===== config.mk =====
export PLATFORM = sky130hd
export DESIGN_NAME = regfile_dump_flat
export DESIGN_NICKNAME = d
export VERILOG_FILES = /design/src/rtl/regfile_dump_pkg.sv /design/src/rtl/regfile_dump_if.sv /design/src/rtl/regfile_dump_idx_wrap_ctr.sv /design/src/rtl/regfile_dump.sv /design/src/flat_wrapper.sv
export SDC_FILE = /design/constraint.sdc
export NUM_CORES = 1
export LEC_CHECK = 0
export ABC_AREA = 1
export CORE_ASPECT_RATIO = 0.7
export CORE_MARGIN = 10
export CORE_UTILIZATION = 41
export CTS_CLUSTER_SIZE = 25
export DETAILED_ROUTE_END_ITERATION = 7
export PLACE_DENSITY = 0.89
export SYNTH_ARGS = -nofsm -noshare
export SYNTH_HDL_FRONTEND = slang
export SYNTH_SLANG_ARGS = --single-unit

===== constraint.sdc =====
create_clock -name clk -period 1.95 [get_ports clk]
set_clock_uncertainty 0.05 [all_clocks]
set_input_delay 0.39 -clock clk [delete_from_list [all_inputs] [get_ports clk]]
set_output_delay 0.39 -clock clk [all_outputs]
set_load 0.05 [all_outputs]

===== src/rtl/regfile_dump_pkg.sv =====
// Shared types for the register-file dump/restore port: command opcode and FSM state.
package regfile_pkg;
    typedef enum logic {
        OP_DUMP = 1'b0,
        OP_LOAD = 1'b1
    } op_t;

    typedef enum logic [2:0] {
        S_IDLE,
        S_DUMP_RD,
        S_DUMP_TX,
        S_LOAD,
        S_DONE
    } state_t;
endpackage


===== src/rtl/regfile_dump_if.sv =====
// Host command/stream handshakes plus the register-file ports of regfile_dump.
interface regfile_dump_if
    import regfile_pkg::*;
#(
    parameter int WORD_SIZE = 16,
    parameter int COUNT     = 32
);
    localparam int COUNT_BITS = $clog2(COUNT);

    logic                  cmd_valid;
    logic                  cmd_ready;
    op_t                   cmd_op;
    logic [COUNT_BITS-1:0] cmd_start;
    logic [COUNT_BITS:0]   cmd_len;
    logic                  out_valid;
    logic                  out_ready;
    logic [WORD_SIZE-1:0]  out_data;
    logic [COUNT_BITS-1:0] out_idx;
    logic                  out_last;
    logic                  in_valid;
    logic                  in_ready;
    logic [WORD_SIZE-1:0]  in_data;
    logic [WORD_SIZE-1:0]  rf_data_in;
    logic [COUNT_BITS-1:0] rf_idx_write;
    logic                  rf_en_write;
    logic [COUNT_BITS-1:0] rf_idx_read;
    logic [WORD_SIZE-1:0]  rf_data_read;
    logic                  busy;
    logic                  done;

    modport slave (
        input  cmd_valid, cmd_op, cmd_start, cmd_len, out_ready, in_valid, in_data, rf_data_read,
        output cmd_ready, out_valid, out_data, out_idx, out_last, in_ready,
               rf_data_in, rf_idx_write, rf_en_write, rf_idx_read, busy, done
    );

    modport master (
        output cmd_valid, cmd_op, cmd_start, cmd_len, out_ready, in_valid, in_data, rf_data_read,
        input  cmd_ready, out_valid, out_data, out_idx, out_last, in_ready,
               rf_data_in, rf_idx_write, rf_en_write, rf_idx_read, busy, done
    );
endinterface


===== src/rtl/regfile_dump_idx_wrap_ctr.sv =====
// Loadable modulo-COUNT index counter; wraps COUNT-1 -> 0 for any COUNT.
module idx_wrap_ctr #(
    parameter  int COUNT      = 32,
    localparam int COUNT_BITS = $clog2(COUNT)
) (
    input  logic                  i_clk,
    input  logic                  i_rst_n,
    input  logic                  i_load,
    input  logic [COUNT_BITS-1:0] i_load_val,
    input  logic                  i_inc,
    output logic [COUNT_BITS-1:0] o_idx
);
    localparam logic [COUNT_BITS:0]   LP_COUNT = (COUNT_BITS + 1)'(COUNT);
    localparam logic [COUNT_BITS-1:0] LP_MAX   = COUNT_BITS'(COUNT - 1);
    localparam logic [COUNT_BITS-1:0] LP_ONE   = COUNT_BITS'(1);

    logic [COUNT_BITS-1:0] r_idx;
    logic [COUNT_BITS-1:0] w_load_mod;

    // Load values are below 2*COUNT, so one conditional subtraction is a full modulo.
    assign w_load_mod = ({1'b0, i_load_val} >= LP_COUNT)
                      ? (i_load_val - LP_COUNT[COUNT_BITS-1:0]) : i_load_val;

    always_ff @(posedge i_clk or negedge i_rst_n) begin
        if (!i_rst_n) begin
            r_idx <= '0;
        end else if (i_load) begin
            r_idx <= w_load_mod;
        end else if (i_inc) begin
            r_idx <= (r_idx == LP_MAX) ? '0 : (r_idx + LP_ONE);
        end
    end

    assign o_idx = r_idx;
endmodule


===== src/rtl/regfile_dump.sv =====
// Register-file dump/restore streaming port. Optional write protection: define
// REGFILE_DUMP_WPROT_EN to add wprot_mask/wprot_hit.
module regfile_dump
    import regfile_pkg::*;
#(
    parameter int WORD_SIZE = 16,
    parameter int COUNT     = 32
) (
    input  logic                  clk,
    input  logic                  rst,
    regfile_dump_if.slave         bus
`ifdef REGFILE_DUMP_WPROT_EN
    ,
    input  logic [COUNT-1:0]      wprot_mask,
    output logic                  wprot_hit
`endif
);
    localparam int                  COUNT_BITS = $clog2(COUNT);
    localparam logic [COUNT_BITS:0] LP_COUNT   = (COUNT_BITS + 1)'(COUNT);
    localparam logic [COUNT_BITS:0] LP_REM_ONE = (COUNT_BITS + 1)'(1);

    state_t                r_state;
    state_t                w_state_nxt;
    logic [COUNT_BITS:0]   r_rem;
    logic [COUNT_BITS:0]   w_len;
    logic [COUNT_BITS-1:0] w_idx;
    logic                  w_accept;
    logic                  w_advance;
    logic                  w_tx_hs;
    logic                  w_wr_hs;
    logic                  w_prot;
    logic                  w_rem_last;
    logic                  r_out_valid;
    logic [WORD_SIZE-1:0]  r_out_data;
    logic [COUNT_BITS-1:0] r_out_idx;
    logic                  r_out_last;

    assign w_len      = (bus.cmd_len > LP_COUNT) ? LP_COUNT : bus.cmd_len;
    assign w_rem_last = (r_rem == LP_REM_ONE);

    idx_wrap_ctr #(.COUNT(COUNT)) u_idx (
        .i_clk      (clk),
        .i_rst_n    (rst),
        .i_load     (w_accept),
        .i_load_val (bus.cmd_start),
        .i_inc      (w_advance),
        .o_idx      (w_idx)
    );

    always_ff @(posedge clk or negedge rst) begin
        if (!rst) r_state <= S_IDLE;
        else      r_state <= w_state_nxt;
    end

    always_comb begin
        w_state_nxt     = r_state;
        w_accept        = 1'b0;
        w_advance       = 1'b0;
        w_tx_hs         = 1'b0;
        w_wr_hs         = 1'b0;
        bus.cmd_ready   = 1'b0;
        bus.in_ready    = 1'b0;
        bus.busy        = 1'b1;
        bus.done        = 1'b0;
        bus.rf_idx_read = '0;
        case (r_state)
            S_IDLE: begin
                bus.cmd_ready = 1'b1;
                bus.busy      = 1'b0;
                if (bus.cmd_valid) begin
                    w_accept = 1'b1;
                    if (bus.cmd_len == '0)         w_state_nxt = S_DONE;
                    else if (bus.cmd_op == OP_LOAD) w_state_nxt = S_LOAD;
                    else                            w_state_nxt = S_DUMP_RD;
                end
            end
            S_DUMP_RD: begin
                bus.rf_idx_read = w_idx;
                w_state_nxt     = S_DUMP_TX;
            end
            S_DUMP_TX: begin
                if (bus.out_ready) begin
                    w_tx_hs = 1'b1;
                    if (w_rem_last) w_state_nxt = S_DONE;
                    else begin
                        w_advance   = 1'b1;
                        w_state_nxt = S_DUMP_RD;
                    end
                end
            end
            S_LOAD: begin
                bus.in_ready = 1'b1;
                if (bus.in_valid) begin
                    w_wr_hs = 1'b1;
                    if (w_rem_last) w_state_nxt = S_DONE;
                    else            w_advance   = 1'b1;
                end
            end
            S_DONE: begin
                bus.done    = 1'b1;
                w_state_nxt = S_IDLE;
            end
            default: w_state_nxt = S_IDLE;
        endcase
    end

    always_ff @(posedge clk or negedge rst) begin
        if (!rst) begin
            r_rem       <= '0;
            r_out_valid <= 1'b0;
            r_out_data  <= '0;
            r_out_idx   <= '0;
            r_out_last  <= 1'b0;
        end else begin
            if (w_accept)       r_rem <= w_len;
            else if (w_advance) r_rem <= r_rem - LP_REM_ONE;
            if (r_state == S_DUMP_RD) begin
                r_out_valid <= 1'b1;
                r_out_data  <= bus.rf_data_read;
                r_out_idx   <= w_idx;
                r_out_last  <= w_rem_last;
            end else if (w_tx_hs) begin
                r_out_valid <= 1'b0;
            end
        end
    end

`ifdef REGFILE_DUMP_WPROT_EN
    logic r_wprot_hit;

    assign w_prot = wprot_mask[w_idx];

    // Sticky until the next command is accepted.
    always_ff @(posedge clk or negedge rst) begin
        if (!rst)                   r_wprot_hit <= 1'b0;
        else if (w_accept)          r_wprot_hit <= 1'b0;
        else if (w_wr_hs && w_prot) r_wprot_hit <= 1'b1;
    end

    assign wprot_hit = r_wprot_hit;
`else
    assign w_prot = 1'b0;
`endif

    assign bus.out_valid    = r_out_valid;
    assign bus.out_data     = r_out_data;
    assign bus.out_idx      = r_out_idx;
    assign bus.out_last     = r_out_last;
    assign bus.rf_en_write  = w_wr_hs & ~w_prot;
    assign bus.rf_idx_write = w_wr_hs ? w_idx : '0;
    assign bus.rf_data_in   = w_wr_hs ? bus.in_data : '0;
endmodule


===== src/flat_wrapper.sv =====
// flat-port wrapper written by rule: the top's interface ports become plain ports
module regfile_dump_flat import regfile_pkg::*;
#(
    parameter int WORD_SIZE = 16,
    parameter int COUNT     = 32
)
  (clk, rst, bus_cmd_valid, bus_cmd_op, bus_cmd_start, bus_cmd_len, bus_out_ready, bus_in_valid, bus_in_data, bus_rf_data_read, bus_cmd_ready, bus_out_valid, bus_out_data, bus_out_idx, bus_out_last, bus_in_ready, bus_rf_data_in, bus_rf_idx_write, bus_rf_en_write, bus_rf_idx_read, bus_busy, bus_done);
  regfile_dump_if #(.WORD_SIZE(WORD_SIZE), .COUNT(COUNT)) bus_i ();
  input  logic clk;
  input  logic rst;
  input wire logic [$bits(bus_i.cmd_valid)-1:0] bus_cmd_valid;
  input wire logic [$bits(bus_i.cmd_op)-1:0] bus_cmd_op;
  input wire logic [$bits(bus_i.cmd_start)-1:0] bus_cmd_start;
  input wire logic [$bits(bus_i.cmd_len)-1:0] bus_cmd_len;
  input wire logic [$bits(bus_i.out_ready)-1:0] bus_out_ready;
  input wire logic [$bits(bus_i.in_valid)-1:0] bus_in_valid;
  input wire logic [$bits(bus_i.in_data)-1:0] bus_in_data;
  input wire logic [$bits(bus_i.rf_data_read)-1:0] bus_rf_data_read;
  output wire logic [$bits(bus_i.cmd_ready)-1:0] bus_cmd_ready;
  output wire logic [$bits(bus_i.out_valid)-1:0] bus_out_valid;
  output wire logic [$bits(bus_i.out_data)-1:0] bus_out_data;
  output wire logic [$bits(bus_i.out_idx)-1:0] bus_out_idx;
  output wire logic [$bits(bus_i.out_last)-1:0] bus_out_last;
  output wire logic [$bits(bus_i.in_ready)-1:0] bus_in_ready;
  output wire logic [$bits(bus_i.rf_data_in)-1:0] bus_rf_data_in;
  output wire logic [$bits(bus_i.rf_idx_write)-1:0] bus_rf_idx_write;
  output wire logic [$bits(bus_i.rf_en_write)-1:0] bus_rf_en_write;
  output wire logic [$bits(bus_i.rf_idx_read)-1:0] bus_rf_idx_read;
  output wire logic [$bits(bus_i.busy)-1:0] bus_busy;
  output wire logic [$bits(bus_i.done)-1:0] bus_done;
  assign bus_i.cmd_valid = bus_cmd_valid;
  assign bus_i.cmd_op = bus_cmd_op;
  assign bus_i.cmd_start = bus_cmd_start;
  assign bus_i.cmd_len = bus_cmd_len;
  assign bus_i.out_ready = bus_out_ready;
  assign bus_i.in_valid = bus_in_valid;
  assign bus_i.in_data = bus_in_data;
  assign bus_i.rf_data_read = bus_rf_data_read;
  assign bus_cmd_ready = bus_i.cmd_ready;
  assign bus_out_valid = bus_i.out_valid;
  assign bus_out_data = bus_i.out_data;
  assign bus_out_idx = bus_i.out_idx;
  assign bus_out_last = bus_i.out_last;
  assign bus_in_ready = bus_i.in_ready;
  assign bus_rf_data_in = bus_i.rf_data_in;
  assign bus_rf_idx_write = bus_i.rf_idx_write;
  assign bus_rf_en_write = bus_i.rf_en_write;
  assign bus_rf_idx_read = bus_i.rf_idx_read;
  assign bus_busy = bus_i.busy;
  assign bus_done = bus_i.done;
  regfile_dump #(.WORD_SIZE(WORD_SIZE), .COUNT(COUNT)) u_core (.clk(clk), .rst(rst), .bus(bus_i));
endmodule

### After elaboration in Yosys (flattened, before gate mapping)

Index checks and enable logic that the tools add are counted.
W data, S select, Z words.

| storage, ports and cells | value |
|---|---|
| input port bits | 49 |
| register bits after elaboration | 37 |
| output and inout port bits | 54 |
| logic and storage cells | 58 |

| operators by class | value |
|---|---|
| reduce and logical (&&, ||, !) cells | 5 |
| mux-type cells | 33 |
| equality and inequality tests | 10 |
| $add $sub $neg | 2 |
| order comparisons | 1 |

Operators with widths:

| operator | count |
|---|---|
| $mux W5 | 5 |
| $mux W3 | 6 |
| $mux W6 | 3 |
| $mux W16 | 1 |
| $mux W1 | 15 |
| $pmux W3 S4 | 1 |
| $eq A3 B2 Y1 const B | 2 |
| $eq A6 B1 Y1 const B | 1 |
| $gt A6 B6 Y1 const B | 1 |
| $logic_not A6 Y1 | 1 |
| $ne A2 B2 Y1 const B | 3 |
| $sub A6 B1 Y6 const B | 1 |
| $add A5 B1 Y5 const B | 1 |
| $eq A5 B5 Y1 const B | 1 |
| $reduce_and A4 Y1 | 1 |
| $reduce_bool A2 Y1 | 2 |
| $eq A3 B1 Y1 const B | 1 |
| $eq A3 B3 Y1 const B | 1 |
| $logic_not A3 Y1 | 1 |
| $mux W2 | 1 |
| $ne A2 B1 Y1 const B | 1 |
| $pmux W1 S2 | 1 |

### Depth between registers and ports, before layout

Gate-level depths: netlist (run 1).

| logic depth | value |
|---|---|
| word-level depth | 6 |
| depth in mapped cells | 9 |
| depth with buffers taken out | 9 |

### Hierarchy

From an unflattened synthesis (run 1), not the netlist that was laid out.

| unflattened totals | value |
|---|---|
| cells, all modules | 271 |
| area, all modules | 2148.3 um^2 |

By module, submodules not included:

| module | area an instance (um^2) | sequential area each (um^2) | instances | cells an instance |
|---|---|---|---|---|
| regfile_dump | 1821.7 | 800.8 | 1 | 230 |
| idx_wrap_ctr | 326.6 | 125.1 | 1 | 41 |

### Worst setup path before layout (run 1)

Ideal clock, no wire load.

| path | value |
|---|---|
| kind | register to output |
| start | register u_core.r_state[0] |
| end | output bus_rf_data_in[10] |
| setup slack | -0.362 ns |
| stages on the path, launching flop included | 7 |
| path buffers | 2 |
| arrival time | 1.872 ns |
| data required time | 1.510 ns |
| cells stage by stage | dfrtp_1 > buf_6 > nand2_2 > nor2_4 > nand2_1 > clkbuf_1 > nor2_1 |

| between the ends | value |
|---|---|
| cells in the longest elaborated chain, start to end | 3 |

Ends and longest elaborated chain:

| what | RTL line | RTL |
|---|---|---|
| from (decl) | regfile_dump.sv:22 | `state_t r_state;` |
| from (signal assigned) | regfile_dump.sv:52 | `else r_state <= w_state_nxt;` |
| $eq A3 B2 Y1 | regfile_dump.sv:66 | `case (r_state)` |
| $mux W1 | regfile_dump.sv:66 |  |
| $mux W16 | regfile_dump.sv:151 | `assign bus.rf_data_in = w_wr_hs ? bus.in_data : '0;` |
| to (decl) | flat_wrapper.sv:25 | `output wire logic [$bits(bus_i.rf_data_in)-1:0] bus_rf_data_in;` |

Every way passes these cells.

### Worst setup path in the final report (run 1)

| path | value |
|---|---|
| start | register u_core.r_state[1] |
| end | output bus_rf_idx_read[0] |

| between the ends | value |
|---|---|
| cells in the longest elaborated chain, start to end | 2 |

Ends and longest elaborated chain:

| what | RTL line | RTL |
|---|---|---|
| $eq A3 B1 Y1 | regfile_dump.sv:66 |  |
| $mux W5 | regfile_dump.sv:66 |  |
| to (decl) | flat_wrapper.sv:28 | `output wire logic [$bits(bus_i.rf_idx_read)-1:0] bus_rf_idx_read;` |

Every way passes these cells.

==> results.txt, run 1 <==
----------------------------------------------------
[Floorplan]
  Cell Rows ... 21
  Number of top-level design ports ... approximately 100
  Die height ... ~80 um
  Area of the core region ... 4860 um^2
  Initial Utilization ... 0.430
  Die footprint ... roughly 8400 um^2
  DIE WIDTH ... ~110 um

[Timing]
  Headroom to the max-slew limit ... 0.437
  Fin crit share ... 0.994
  Worst-case hold slack ... 0.140 ns
  Final setup fails ... 0
  Final min period ... roughly 1.9 ns
  Maximum clock frequency ... around 0.52 GHz
  Hold Fails Final Rpt ... 0
  Pins Over Slew Limit ... 0
  Transition time at the pin with the least slew margin ... about 0.85 ns
  Unrepaired setup endpoints after global routing ... true

[GRT]
  Global-route congestion overflow total ... 0
  Pin count of the biggest net entering global routing ... 38
  Antenna violations before repair ... 0
  Wire length of the first global-routing pass ... ~12 mm
  Aggregate global-route resource usage ... 0.178
  Via count of the first global-routing pass ... 2289

[Clocking]
  Worst-path clk slew ... about 0.080 ns
  Number of H-tree levels ... 2
  Cts bufs inserted ... 5
  Clock tree from TritonCTS ... built
  Master cell of the clock root buffer ... sky130_fd_sc_hd__clkbuf_8
  Clock latency on the worst-skew pair ... 0.30 ns
  Number of sinks handled by clock tree synthesis ... 37
  Longest Clk Path Bufs ... 2

[Finish]
  Core utilization of the finished layout ... 0.786
  Number of filler instances in the final layout ... between 300 and 400
  Area taken by multi-input logic gates ... between 1000 and 1500 um^2
  Share of layout cells above drive strength 1 ... 0.328
  N_diodes ... 0
  Area growth syn-to-layout ... 82.9%
  Number of nets in the finished design ... 427
  Register cell area after layout ... 927 um^2

[Status]
  Result of the run ... complete, no violations

[Setup path]
  Crit-path max FO ... 10
  Worst path required time ... 1.51 ns
  Critical Path Start Type ... flip-flop
  Category of the critical setup timing path ... reg2out
  CP arrival ... ~1.5 ns
  Endpoint class of the critical path ... primary output

[Logic synthesis]
  Post-Syn Area per Cell ... approximately 8 um^2
  Cell area after synthesis ... between 2000 and 2500 um^2
  Number of synthesized flops with an enable pin ... 0
  Share of cell area taken by muxes after synthesis ... 0.0863
  Area share of the leading cell type in the synthesized netlist ... 0.443
  Adder and majority gate portion of the synthesized area ... 0.0240
  Number of flip-flops and latches in the synthesized netlist ... 37
  Post-synthesis sequential area ratio ... 0.443
  Largest family of logic cells by synthesized area ... simple AND/OR/NAND/NOR gates
  Count of distinct cell types in the synthesized netlist ... 29
  Area fraction in compound gates after synthesis ... 0.0587
  Most frequent cell after synthesis ... sky130_fd_sc_hd__nand2_1
  Largest area contributor in the synthesized netlist ... sky130_fd_sc_hd__dfrtp_1
  Async set or reset register ratio after synthesis ... 1.00
  Net Count, Synth ... ~310
  Ranking of synthesized cells by instance count ... sky130_fd_sc_hd__nand2_1, sky130_fd_sc_hd__nor2_1, sky130_fd_sc_hd__dfrtp_1
  Largest cells by area after synthesis ... sky130_fd_sc_hd__dfrtp_1, sky130_fd_sc_hd__nand2_1, sky130_fd_sc_hd__nor2_1
  Xor and xnor area share after synthesis ... 0.00419
  Post-synthesis share of cell area spent on and, or, nand and nor gates ... 0.292
  Cells after Synth ... 261
  Total of warnings raised by yosys ... 0
  Flip-flop cell with the highest count after synthesis ... sky130_fd_sc_hd__dfrtp_1

[Routing]
  Detailed-route vias per instance ... just under 5
  Remaining DRCs ... 0
  Pre-antenna DRT Iters ... 5
  Starting DRT DRC Count ... between 100 and 150
  Routed length per placed instance ... around 17 um
  Post-DRT Antenna Nets ... 0
  Number of vias after detailed routing ... ~2200
  Total length of routed wires ... 7.77 mm

[Worst hold path]
  Worst Hold Class ... in2async

[Power and ir drop]
  Max rail drop VDD ... a little over 0.0009 V
  Cell Pwr Density ... ~1800 nW/um^2
  LEAKAGE ... approximately 0.0018 uW

[Placement]
  Total of buffers placed on input and output ports ... approximately 100
  HPWL Detailed ... a little under 6 mm
  GP Congestion ... 0.846

[Run]
  Max-cap violations ... 0

----------------------------------------------------
==> final cells by class <==
class / instances / area share
Timing Repair Buffer: 114 / 0.370
Multi-Input combinational cell: 180 / 0.296
Sequential cell: 37 / 0.243
Inverter: 36 / 0.0373
Tap cell: 69 / 0.0226
Clock buffer: 6 / 0.0216
Clock inverter: 2 / 0.00983
==> worst max-delay path, cell delays in order, from the launching register on <==
cell and delay [ns]:
sky130_fd_sc_hd__dfrtp_1 0.41, sky130_fd_sc_hd__buf_4 0.16, sky130_fd_sc_hd__inv_1 0.10, sky130_fd_sc_hd__nand3_4 0.13, sky130_fd_sc_hd__nor2_1 0.22, sky130_fd_sc_hd__buf_12 0.17
==> where the power goes <==
group	switching (uW)	internal [uW]	total (uW)
Combinational	2930	1810	4740
Sequential	298	1160	1460
Clock	299	416	715
Total	3530	3390	6910
==> state kept, by name, summed over array words and instances (netlist names) <==
register              flops
u_core.bus.out_valid      1
u_core.r_rem              6
u_core.bus.out_data      16
u_core.u_idx.o_idx        5
u_core.bus.out_idx        5
u_core.r_state            3
u_core.bus.out_last       1
==> placed cells by master, fill, tap and decap left out, drive strengths merged <==
cell / count
clkdlybuf4s50: 55
nand4: 2
ha: 4
clkinvlp: 3
nor3: 2
xor2: 1
inv: 34
o21bai: 1
mux2: 16
buf: 57
clkbuf: 6
bufinv: 1
o21ai: 19
dlymetal6s2s: 2
nand3: 16
dfrtp: 37
a21oi: 1
nor2: 48
nand2: 69
or2: 1
==> metal layers <==
| metal | track usage | vias up | part of all wire |
|---|---|---|---|
| met2 | 0.356 | 63 | 0.58 |
| met4 | 0.0464 | 0 | 0.011 |
| li1 | - | 1034 | - |
| met3 | 0.0427 | 9 | 0.059 |
| met1 | 0.181 | 1049 | 0.35 |
| met5 | 0 | - | 0 |
==> final timing paths <==
check,startpoint,cells past startpoint,slack [ns],end
setup / recovery,u_core.r_state[1]$_DFFE_PN0P_,5,0.01,bus_rf_idx_read[0]
hold reg to reg,u_core.bus.out_data[3]$_DFFE_PN0N_,1,0.45,u_core.bus.out_data[3]$_DFFE_PN0N_
hold / removal,rst,1,0.14,u_core.bus.out_data[2]$_DFFE_PN0N_
max in group asynchronous,rst,1,1.12,u_core.r_state[0]$_DFFE_PN0P_
setup reg to reg,u_core.r_state[0]$_DFFE_PN0P_,4,0.29,u_core.bus.out_data[10]$_DFFE_PN0N_
min in group clk,u_core.bus.out_data[3]$_DFFE_PN0N_,1,0.45,u_core.bus.out_data[3]$_DFFE_PN0N_
==> stage by stage <==
stage          setup WS (ns)  setup TNS (ns)  cells  power (uW)  area (um^2)
2_1_floorplan         -0.144          -0.928    261        4410         2260
3_3_place_gp          0.0155               0    435        5950         3680
5_1_grt              -0.0355          -0.323    444        7260         3820
3_5_place_dp         -0.0124         -0.0361    435        6120         3680
6_report              0.0123               0    444        6910         3820
4_1_cts              0.00366               0    444        6920         3810
==> repair_timing <==
item                                    in CTS  in global routing
endpoints found under the setup margin      20                 26
buffers inserted                             1                  0
resized for setup                            2                  4
hold buffers                                 0                  0
pin swaps                                    0                  1
==> cells by family after synthesis <==
group / after synthesis
flip-flops: 37
adder cells (fa/ha/maj): 4
buffers and inverters: 44
multiplexers: 16
AO/OA/AOI/OAI: 21
XOR/XNOR: 1
AND/OR/NAND/NOR: 138
Note: power is estimated with default switching activity, not from simulation.
==> run 2, diff against run 1 <==
--- a/config.mk
+++ b/config.mk
@@ -11,6 +11,7 @@
 export CORE_UTILIZATION = 41
 export CTS_CLUSTER_SIZE = 25
 export DETAILED_ROUTE_END_ITERATION = 7
+export GPL_TIMING_DRIVEN = 0
 export PLACE_DENSITY = 0.89
 export SYNTH_ARGS = -nofsm -noshare
 export SYNTH_HDL_FRONTEND = slang
==> run 2 against run 1 <==
Compared with the run above: the flow now finishes with violations (setup timing); clock power decreased by 25%; power shrank 6.3%; first-iteration DRC count down 42%; register-to-register slack worse by 0.11 ns; critical endpoint is now bus_rf_data_in[4]; sequential cell count stayed put; clock-buffer cell count decreased by 1; cell count rose by 0.68%; wire length decreased by 2.1%; combinational power decreased by 4.6%; largest power group unchanged.
==> results.txt, run 2 (synthesized netlist as in run 1, its figures left out) <==
----------------------------------------------------
[Finish]
  Area taken by multi-input logic gates ... roughly 1100 um^2
  Number of standard cells in the layout, taps in and fillers out ... about 450
  N_diodes ... 0
  Number of filler instances in the final layout ... about 330
  Most frequent cells in the layout ... sky130_fd_sc_hd__clkdlybuf4s50_1, sky130_fd_sc_hd__nand2_1, sky130_fd_sc_hd__dfrtp_1
  Core utilization of the finished layout ... 0.748
  Number of nets in the finished design ... 430
  Number of flip-flops in the largest register ... 16
  Share of layout cells above drive strength 1 ... 0.299
  Register cell area after layout ... about 900 um^2
  Area growth syn-to-layout ... 74.1%
  Most common library cell in the layout ignoring fill and taps ... sky130_fd_sc_hd__clkdlybuf4s50_1

[Timing]
  Worst Slack Setup Final ... -0.0117 ns
  Sum of negative setup slack ... -0.0215 ns
  Final setup fails ... 4
  Final min period ... approximately 2 ns
  Unrepaired setup endpoints after global routing ... true
  Pins Over Slew Limit ... 0
  Transition time at the pin with the least slew margin ... approximately 0.83 ns
  Headroom to the max-slew limit ... 0.446
  Maximum clock frequency ... approximately 0.51 GHz
  Hold Fails Final Rpt ... 0
  Fin crit share ... 1.01

[GRT]
  Global-route congestion overflow total ... 0
  Via count of the first global-routing pass ... roughly 2300
  Antenna violations before repair ... 0
  Aggregate global-route resource usage ... 0.179
  Wire length of the first global-routing pass ... around 12 mm
  Pin count of the biggest net entering global routing ... 38

[Clocking]
  Master cell of the clock root buffer ... sky130_fd_sc_hd__clkbuf_8
  Worst-path clk slew ... about 0.080 ns
  Number of H-tree levels ... 2
  Clock latency on the worst-skew pair ... 0.30 ns
  Clock tree from TritonCTS ... built
  Cts bufs inserted ... 5
  Longest Clk Path Bufs ... 2
  Number of sinks handled by clock tree synthesis ... 37

[Setup path]
  Startpoint of the most critical register-to-register path ... u_core.r_state[0]$_DFFE_PN0P_
  Critical Path Start Type ... flip-flop
  R2r setup slk ... around 0.18 ns
  Crit-path max FO ... 6
  Crit path from ... u_core.r_state[0]$_DFFE_PN0P_
  Worst path required time ... approximately 1.5 ns
  Category of the critical setup timing path ... reg2out
  CP arrival ... around 1.5 ns
  Endpoint class of the critical path ... primary output

[Placement]
  HPWL Detailed ... about 5.6 mm
  GP Congestion ... around 0.81
  Total of buffers placed on input and output ports ... about 100
  Placed Cells incl. Taps ... around 430

[Routing]
  Starting DRT DRC Count ... 79
  Detailed-route vias per instance ... 4.89
  Pre-antenna DRT Iters ... 4
  Remaining DRCs ... 0
  Number of vias after detailed routing ... 2188
  Post-DRT Antenna Nets ... 0
  Total length of routed wires ... around 7.6 mm
  Routed length per placed instance ... 17.0 um

[Status]
  Violated checks ... setup timing
  Result of the run ... complete, but fails checks

[Floorplan]
  Area of the core region ... 4860 um^2
  Cell Rows ... 21
  Die footprint ... ~8400 um^2
  DIE WIDTH ... between 100 and 150 um
  Number of top-level design ports ... 103
  Initial Utilization ... 0.430
  Die height ... around 80 um

[Power and ir drop]
  Max rail drop VDD ... approximately 0.00079 V
  Final total power ... roughly 6500 uW
  Cell Pwr Density ... 1780 nW/um^2
  LEAKAGE ... 0.00173 uW

[Worst hold path]
  Worst Hold Class ... in2async

[Run]
  Max-cap violations ... 0

----------------------------------------------------
run 2: final timing paths:
| path | end | cells after the start |
|---|---|---|
| worst max register to register | u_core.bus.out_data[0]$_DFFE_PN0N_ | 6 |
| min in group clk | u_core.bus.out_data[3]$_DFFE_PN0N_ | 1 |
| max in group asynchronous | u_core.r_state[1]$_DFFE_PN0P_ | 1 |
| worst min-delay path | u_core.bus.out_data[2]$_DFFE_PN0N_ | 1 |
| worst min register to register | u_core.bus.out_data[3]$_DFFE_PN0N_ | 1 |
| worst max-delay path | bus_rf_data_in[4] | 7 |
run 2: report_power, final:
part           internal [uW]  leakage [uW]  switching, uW
sequential              1160      0.000449            263
combinational           1630       0.00124           2890
clock                    247     0.0000439            289
total                   3040       0.00173           3440
run 2: routing by layer:
layer,wire (um),up-vias,track usage
li1,-,1048,-
met1,2750,1039,0.196
met2,4100,74,0.321
met3,434,27,0.0452
met4,319,0,0.0820
met5,0,-,0
run 2: area by class of cell:
cell class | instances | area share
timing repair buffer | 110 | 0.320
multi-input combinational | 180 | 0.312
sequential | 37 | 0.255
inverter | 36 | 0.0399
buffer | 7 | 0.0258
tap | 69 | 0.0237
clock buffer | 5 | 0.0189
clock inverter | 3 | 0.00482
run 2: repair_timing:
| item | in CTS | in global routing |
|---|---|---|
| setup endpoints to repair | 31 | 33 |
| gates resized for setup | 204 | 24 |
| pin swaps | 3 | 6 |
| buffers inserted | 3 | 3 |
| cloned | 2 | 0 |
| hold buffers | 0 | 0 |
run 2: critical path: stages (launching register included):
cell                        delay, ns
sky130_fd_sc_hd__dfrtp_1         0.35
sky130_fd_sc_hd__buf_6           0.12
sky130_fd_sc_hd__nand2_4         0.05
sky130_fd_sc_hd__nor2_4          0.12
sky130_fd_sc_hd__nand2_4         0.12
sky130_fd_sc_hd__clkbuf_16       0.19
sky130_fd_sc_hd__nor2_4          0.12
sky130_fd_sc_hd__buf_8           0.15
run 2: through the flow:
stage	hold WS (ns)	area, um^2	setup WS [ns]
global placement	0.416	3360	-0.731
finish	0.139	3640	-0.0117
CTS	0.164	3560	-0.0267
detailed placement	0.431	3360	-0.750
global route	0.196	3640	-0.0814
floorplan	0.0444	2260	-0.144
